`config.mk`:
```
export PLATFORM = sky130hd
export DESIGN_NAME = irq_aggregator
export DESIGN_NICKNAME = d
export VERILOG_FILES = /design/src/rtl/irq_aggregator.sv
export SDC_FILE = /design/constraint.sdc
export NUM_CORES = 1
export LEC_CHECK = 0
export CORE_ASPECT_RATIO = 0.8
export CORE_MARGIN = 3
export CORE_UTILIZATION = 50
export DETAILED_ROUTE_END_ITERATION = 16
export DONT_BUFFER_PORTS = 1
export GPL_ROUTABILITY_DRIVEN = 0
export MAX_ROUTING_LAYER = met4
export SETUP_SLACK_MARGIN = 0.1
export SLEW_MARGIN = 30
export SYNTH_ARGS = -nofsm -noshare
export SYNTH_HDL_FRONTEND = slang
export SYNTH_SLANG_ARGS = --single-unit
```
`constraint.sdc`:
```
create_clock -name CLK_I -period 3.5 [get_ports CLK_I]
set_clock_uncertainty 0.05 [all_clocks]
set_input_delay 0.525 -clock CLK_I [delete_from_list [all_inputs] [get_ports CLK_I]]
set_output_delay 0.525 -clock CLK_I [all_outputs]
set_load 0.005 [all_outputs]
```
`src/rtl/irq_aggregator.sv`:
```
// Interrupt aggregator: latches raw device requests per source as level or edge,
// masks and priority-encodes them for CP0, and tracks an IACK/EOI service window.
module irq_aggregator #(
  parameter int                N_SRC        = 6,
  parameter logic [N_SRC-1:0]  EDGE_DEFAULT = '0
) (
  input  logic              CLK_I,
  input  logic              RST_I,
  input  logic [1:0]        ADD_I,
  input  logic              WE_I,
  input  logic [3:0]        BE,
  input  logic [31:0]       DAT_I,
  output logic [31:0]       DAT_O,
  input  logic [N_SRC-1:0]  IRQ_SRC,
  input  logic              IACK_I,
  output logic [N_SRC-1:0]  HWINT,
  output logic              IRQ,
  output logic [2:0]        IRQ_ID
);

  typedef enum logic {
    IDLE    = 1'b0,
    SERVICE = 1'b1
  } state_t;

  state_t             state_q, state_d;
  logic [2:0]         id_q, id_d;
  logic [N_SRC-1:0]   sync_q, prev_q;
  logic [N_SRC-1:0]   pend_q, pend_d;
  logic [N_SRC-1:0]   mask_q, mask_d;
  logic [N_SRC-1:0]   mode_q, mode_d;

  logic [N_SRC-1:0]   rise;
  logic [N_SRC-1:0]   w1c_clr;
  logic [N_SRC-1:0]   iack_clr;
  logic [2:0]         enc_id;
  logic               wr_en;
  logic               iack_take;
  logic               eoi;

  logic unused_bits;
  assign unused_bits = ^{BE[3:1], DAT_I[31:N_SRC]};

  assign wr_en     = WE_I && BE[0];
  assign rise      = sync_q & ~prev_q;
  assign HWINT     = pend_q & mask_q;
  assign iack_take = (state_q == IDLE) && IACK_I && (|HWINT);
  assign eoi       = wr_en && (ADD_I == 2'd3);
  assign w1c_clr   = (wr_en && (ADD_I == 2'd0)) ? DAT_I[N_SRC-1:0] : '0;

  // Lowest-numbered pending source has the highest priority.
  always_comb begin
    enc_id = '0;
    for (int i = N_SRC - 1; i >= 0; i--) begin
      if (HWINT[i]) enc_id = 3'(i);
    end
  end

  always_comb begin
    iack_clr = '0;
    for (int i = 0; i < N_SRC; i++) begin
      iack_clr[i] = iack_take && (enc_id == 3'(i));
    end
  end

  // Level sources track sync; edge sources latch a rise, and set beats clear.
  always_comb begin
    pend_d = '0;
    for (int i = 0; i < N_SRC; i++) begin
      if (!mode_q[i])  pend_d[i] = sync_q[i];
      else             pend_d[i] = rise[i] | (pend_q[i] & ~(w1c_clr[i] | iack_clr[i]));
    end
  end

  always_comb begin
    mask_d = mask_q;
    mode_d = mode_q;
    if (wr_en && (ADD_I == 2'd1)) mask_d = DAT_I[N_SRC-1:0];
    if (wr_en && (ADD_I == 2'd2)) mode_d = DAT_I[N_SRC-1:0];
  end

  always_comb begin
    state_d = state_q;
    id_d    = id_q;
    case (state_q)
      IDLE: begin
        if (iack_take) begin
          state_d = SERVICE;
          id_d    = enc_id;
        end
      end
      SERVICE: begin
        if (eoi) state_d = IDLE;
      end
      default: state_d = IDLE;
    endcase
  end

  always_ff @(posedge CLK_I) begin
    if (RST_I) begin
      state_q <= IDLE;
      id_q    <= '0;
      sync_q  <= '0;
      prev_q  <= '0;
      pend_q  <= '0;
      mask_q  <= '0;
      mode_q  <= EDGE_DEFAULT;
    end else begin
      state_q <= state_d;
      id_q    <= id_d;
      sync_q  <= IRQ_SRC;
      prev_q  <= sync_q;
      pend_q  <= pend_d;
      mask_q  <= mask_d;
      mode_q  <= mode_d;
    end
  end

  // While in service the reported ID is frozen at the acknowledged source.
  assign IRQ    = (|HWINT) && (state_q == IDLE);
  assign IRQ_ID = (state_q == SERVICE) ? id_q : enc_id;

  always_comb begin
    DAT_O = '0;
    case (ADD_I)
      2'd0: DAT_O[N_SRC-1:0] = pend_q;
      2'd1: DAT_O[N_SRC-1:0] = mask_q;
      2'd2: DAT_O[N_SRC-1:0] = mode_q;
      default: begin
        DAT_O[9]   = (state_q == SERVICE);
        DAT_O[8]   = |HWINT;
        DAT_O[2:0] = IRQ_ID;
      end
    endcase
  end

endmodule

```
## Yosys cells after proc, flatten, opt, wreduce, memory -nomap -nowiden

Index checks and enable logic that the tools add are counted.

| word-level totals | value |
|---|---|
| bits of input ports | 48 |
| output and inout port bits | 42 |
| logic and storage cells | 82 |
| flip-flop bits (word level) | 34 |

| operators by class | value |
|---|---|
| multiplexer cells | 20 |
| bitwise gates (word level) | 28 |
| reductions and logical operators | 19 |
| eq/ne operators | 8 |

Operator list:

| kind | number |
|---|---|
| 2-to-1 mux 3 bit | 7 |
| one-hot mux 3 bit (3 select lines) | 2 |
| logical AND 1 bit | 14 |
| bitwise AND 6 bit | 2 |
| OR 1 bit | 12 |
| 2-to-1 mux 1 bit | 8 |
| NOT 1 bit | 7 |
| bitwise AND 1 bit | 6 |
| equality test 3 x 2 -> 1 bit (second input constant) | 2 |
| equality test 3 bit (second input constant) | 2 |
| 2-to-1 mux 6 bit | 1 |
| NOT 6 bit | 1 |
| OR reduction 6 bit | 1 |
| equality test 2 bit (second input constant) | 2 |
| equality test 3 x 1 -> 1 bit (second input constant) | 1 |
| zero test 3 bit | 1 |
| OR reduction 3 bit | 1 |
| equality test 2 x 1 -> 1 bit (second input constant) | 1 |
| zero test 2 bit | 1 |
| 2-to-1 mux 2 bit | 1 |
| one-hot mux 1 bit (2 select lines) | 1 |
| AND reduction 2 bit | 1 |

## Depth between registers and ports, before layout

| logic depth | value |
|---|---|
| word-level depth | 14 |
| depth in mapped cells | 5 |

## Worst setup path before layout

No wires, ideal clock.

| path | value |
|---|---|
| path kind | in2out |
| start point | input ADD_I[0] |
| end point | output DAT_O[2] |
| stages on the path | 2 |
| path buffers | 1 |
| slack | 1682 ps |
| arrival | 1243 ps |
| required time | 2925 ps |
| path through | buf_4 -> mux4_1 |

| on the way | value |
|---|---|
| longest elaborated chain between the ends | 2 |
| elaborated cells between the ends (all ways) | 4 |
| those cells by class | eq/ne (2); mux (1); reduce/logical (1) |

Ends and longest elaborated chain:

| item | line | source |
|---|---|---|
| start, declared | 9 | `input logic [1:0] ADD_I,` |
| equality test 2 bit (tied with other cells) | 125 | `case (ADD_I)` |
| one-hot mux 3 bit (3 select lines) (*) | 125 |  |
| end, declared | 13 | `output logic [31:0] DAT_O,` |

Every way passes the cells marked *; elsewhere a longest branch is shown, timed or not.

## Worst setup path in the final report

| path | value |
|---|---|
| start point | register mask_q[5] |
| end point | output DAT_O[0] |

| on the way | value |
|---|---|
| longest elaborated chain between the ends | 9 |

Ends and longest elaborated chain:

| item | line | source |
|---|---|---|
| start, declared | 30 | `logic [N_SRC-1:0] mask_q, mask_d;` |
| start signal, assigned | 114 | `mask_q <= mask_d;` |
| bitwise AND 6 bit | 46 | `assign HWINT = pend_q & mask_q;` |
| via HWINT[5] | 16 | `output logic [N_SRC-1:0] HWINT,` |
| 2-to-1 mux 3 bit (6 in series) | 55 | `if (HWINT[i]) enc_id = 3'(i);` |
| 2-to-1 mux 3 bit | 121 | `assign IRQ_ID = (state_q == SERVICE) ? id_q : enc_id;` |
| one-hot mux 3 bit (3 select lines) | 125 |  |

The timed path passes the listed nets, and every way through them passes these cells.

==> impl_metrics.ini <==
[status]
outcome = completed

[synthesis]
synth_edf_count = 0
synth.ff_latch_count = 34
ys_seq_area_frac = 0.375
ys_top_cells_by_count = dfxtp_1 (34), nand2_1 (29), buf_4 (25)
async_reset_ff_frac = 0
post_synth.cell_area_avg_sq_um = 9.16
synth_cell_types = 39
synth_cells = 198
synth_area_sq_mm = 0.00181
yosys.area.top_type = dfxtp_1
synth_most_common_cell = dfxtp_1
synth.top_cells.by_area = dfxtp_1 (38%), buf_4 (10%), mux2i_1 (8.8%), nand2_1 (6.0%), nor2b_1 (4.5%)
ys_warn_count = 0
yosys.area.top_type_share = 0.375
ys.flop_type = dfxtp_1

[power_and_ir_drop]
leakagePower_nw = 0.810
report.power.total_w = 0.000731
switchingPower_w = 0.000161
swShare = 0.221
powerDensity_mw_per_mm2 = 400
ir_worst_vdd_v = 0.000275
p_clk_frac = 0.384
comb_power_share = 0.056
internal_power_w = 0.000569
p_seq_frac = 0.560

[clock_network]
cts_hold_buf = 0
numCtsBuffers = 5
cts_tree = done
root_buffer = clkbuf_8
cts_resized = 0
cts_htree_levels = 2
ctsLongestPathBuffers = 2
cts_setup_buffers = 0
worstSkewPairLatency_ns = 0.28
clk_pin_slew_ns = 0.06
clkSinkCount = 34

[sta]
final_hold_viol_count = 0
fmax_ghz = 0.450
slew_headroom = 0.604
setup_viol = 0
fin_setup_tns_ns = 0
rsz0062_at_grt = false
finalCriticalPeriod_ns = 2.22
tightest_slew_ns = 0.590
finalCritPeriodShare = 0.635
maxSlewViolCount = 0

[floorplan]
initial_core_util = 0.556
ios = 90
rows = 18
dieHeight_um = 59.9
die_w_um = 73.3
dieArea_sq_mm = 0.00439
core_area_sq_mm = 0.00327

[flow_run]
cap_violations = 0

[setup_path]
worstPathArrival_ns = 1.65
worst_setup_path_start_kind = register
crit_type = register to primary output
crit_path_end_kind = primary output
required_ns = 2.92
worst-path-max-fanout = 6

[route]
drtPass1Iterations = 4
finalWirelength_mm = 3.79
drc = 0
ant_nets = 0
wl_per_cell_um = 16.0
drtIter0Drc = 63
vias = 1285
viasPerCell = 5.42

[global_routing]
grt_pass1_wl_mm = 5.99
grt_usage = 0.190
met2_usage = 0.273
grt.met3_usage = 0.0807
grt_max_degree = 35
antenna_found_initial = 0
grt_overflow = 0
grt-busiest-layer = met2
use_met1 = 0.245
grt_pass1_vias = 1195

[finish]
drive_gt1_frac = 0.102
nFillCells = 297
area_growth_pct = 0.621
final_area_sq_mm = 0.00183
diodes = 0
regArea_sq_um = 681
multi_input_area_sq_mm = 0.00100
nNetsFinal = 246

[worst_hold_path]
hold_path_class = primary input to register

[placement]
place_hpwl_mm = 2.70
place_area_sq_mm = 0.00174
portBuffers = 0
[power by group through the flow]
stage	clock [W]	sequential [W]	combinational (W)
floorplan	0	0.000415	0.0000620
global placement	0	0.000417	0.0000393
detailed placement	0	0.000418	0.0000399
CTS	0.000288	0.000409	0.0000400
global route	0.000309	0.000411	0.0000464
finish	0.000281	0.000409	0.0000407
[routing by layer]
layer	share of wire	vias to the layer above	routed length, um
li1	-	636	-
met1	0.48	592	1830
met2	0.41	52	1540
met3	0.10	5	383
met4	0.010	0	38
met5	0	-	0
[through the flow]
step,std cells,hold WS (ns),setup slack (ns),util
finish,237,0.257,1.28,0.559
global route,237,0.240,1.14,0.559
CTS,237,0.246,1.26,0.559
detailed placement,231,0.401,1.59,0.534
global placement,231,0.390,1.59,0.534
floorplan,221,0.387,1.68,-
[placed cells by master (no fill, tap or decap), types with 2 or more instances in the layout]
cell / count
mux2i_1: 16
nor3_2: 2
a22o_1: 5
nor2_1: 18
a21oi_1: 4
nand3_1: 3
inv_1: 2
nand2_1: 29
nor2b_1: 13
and2_1: 4
o31ai_2: 2
a211o_1: 2
o21ai_1: 2
o21ai_0: 7
a211oi_1: 4
a21boi_1: 2
nand3b_1: 2
clkbuf_8: 6
dfxtp_1: 34
conb_1: 24
[final timing paths]
kind / startpoint / end / slack, ns / depth (start not counted)
setup / recovery: mask_q[5] / DAT_O[0] / 1.28 / 4
hold / removal: RST_I / sync_q[0] / 0.26 / 1
setup reg to reg: pend_q[1] / pend_q[5] / 1.96 / 4
hold reg to reg: sync_q[0] / prev_q[0] / 0.41 / 1
[state kept, by name, indices dropped and copies added (netlist names)]
name     count
prev_q       6
mask_q       6
pend_q       6
id_q         3
mode_q       6
state_q      1
sync_q       6
[cell type report]
class                           instances  area share
Sequential cell                        34       0.373
Multi-Input combinational cell        155       0.550
Inverter                                2     0.00411
Clock buffer                            6      0.0452
Tap cell                               40      0.0274
[kinds of logic after synthesis]
family | synth area share
AND/OR/NAND/NOR | 0.219
other | 0.00207
AO/OA/AOI/OAI | 0.170
buffers and inverters | 0.119
multiplexers | 0.115
flip-flops | 0.375
[critical path, stage by stage, from the launching register on]
cell and delay, ns:
dfxtp_1 0.44, and2_1 0.23, a221o_1 0.29, nand3b_1 0.13, a41oi_1 0.28
(Power assumes the default switching activity.)
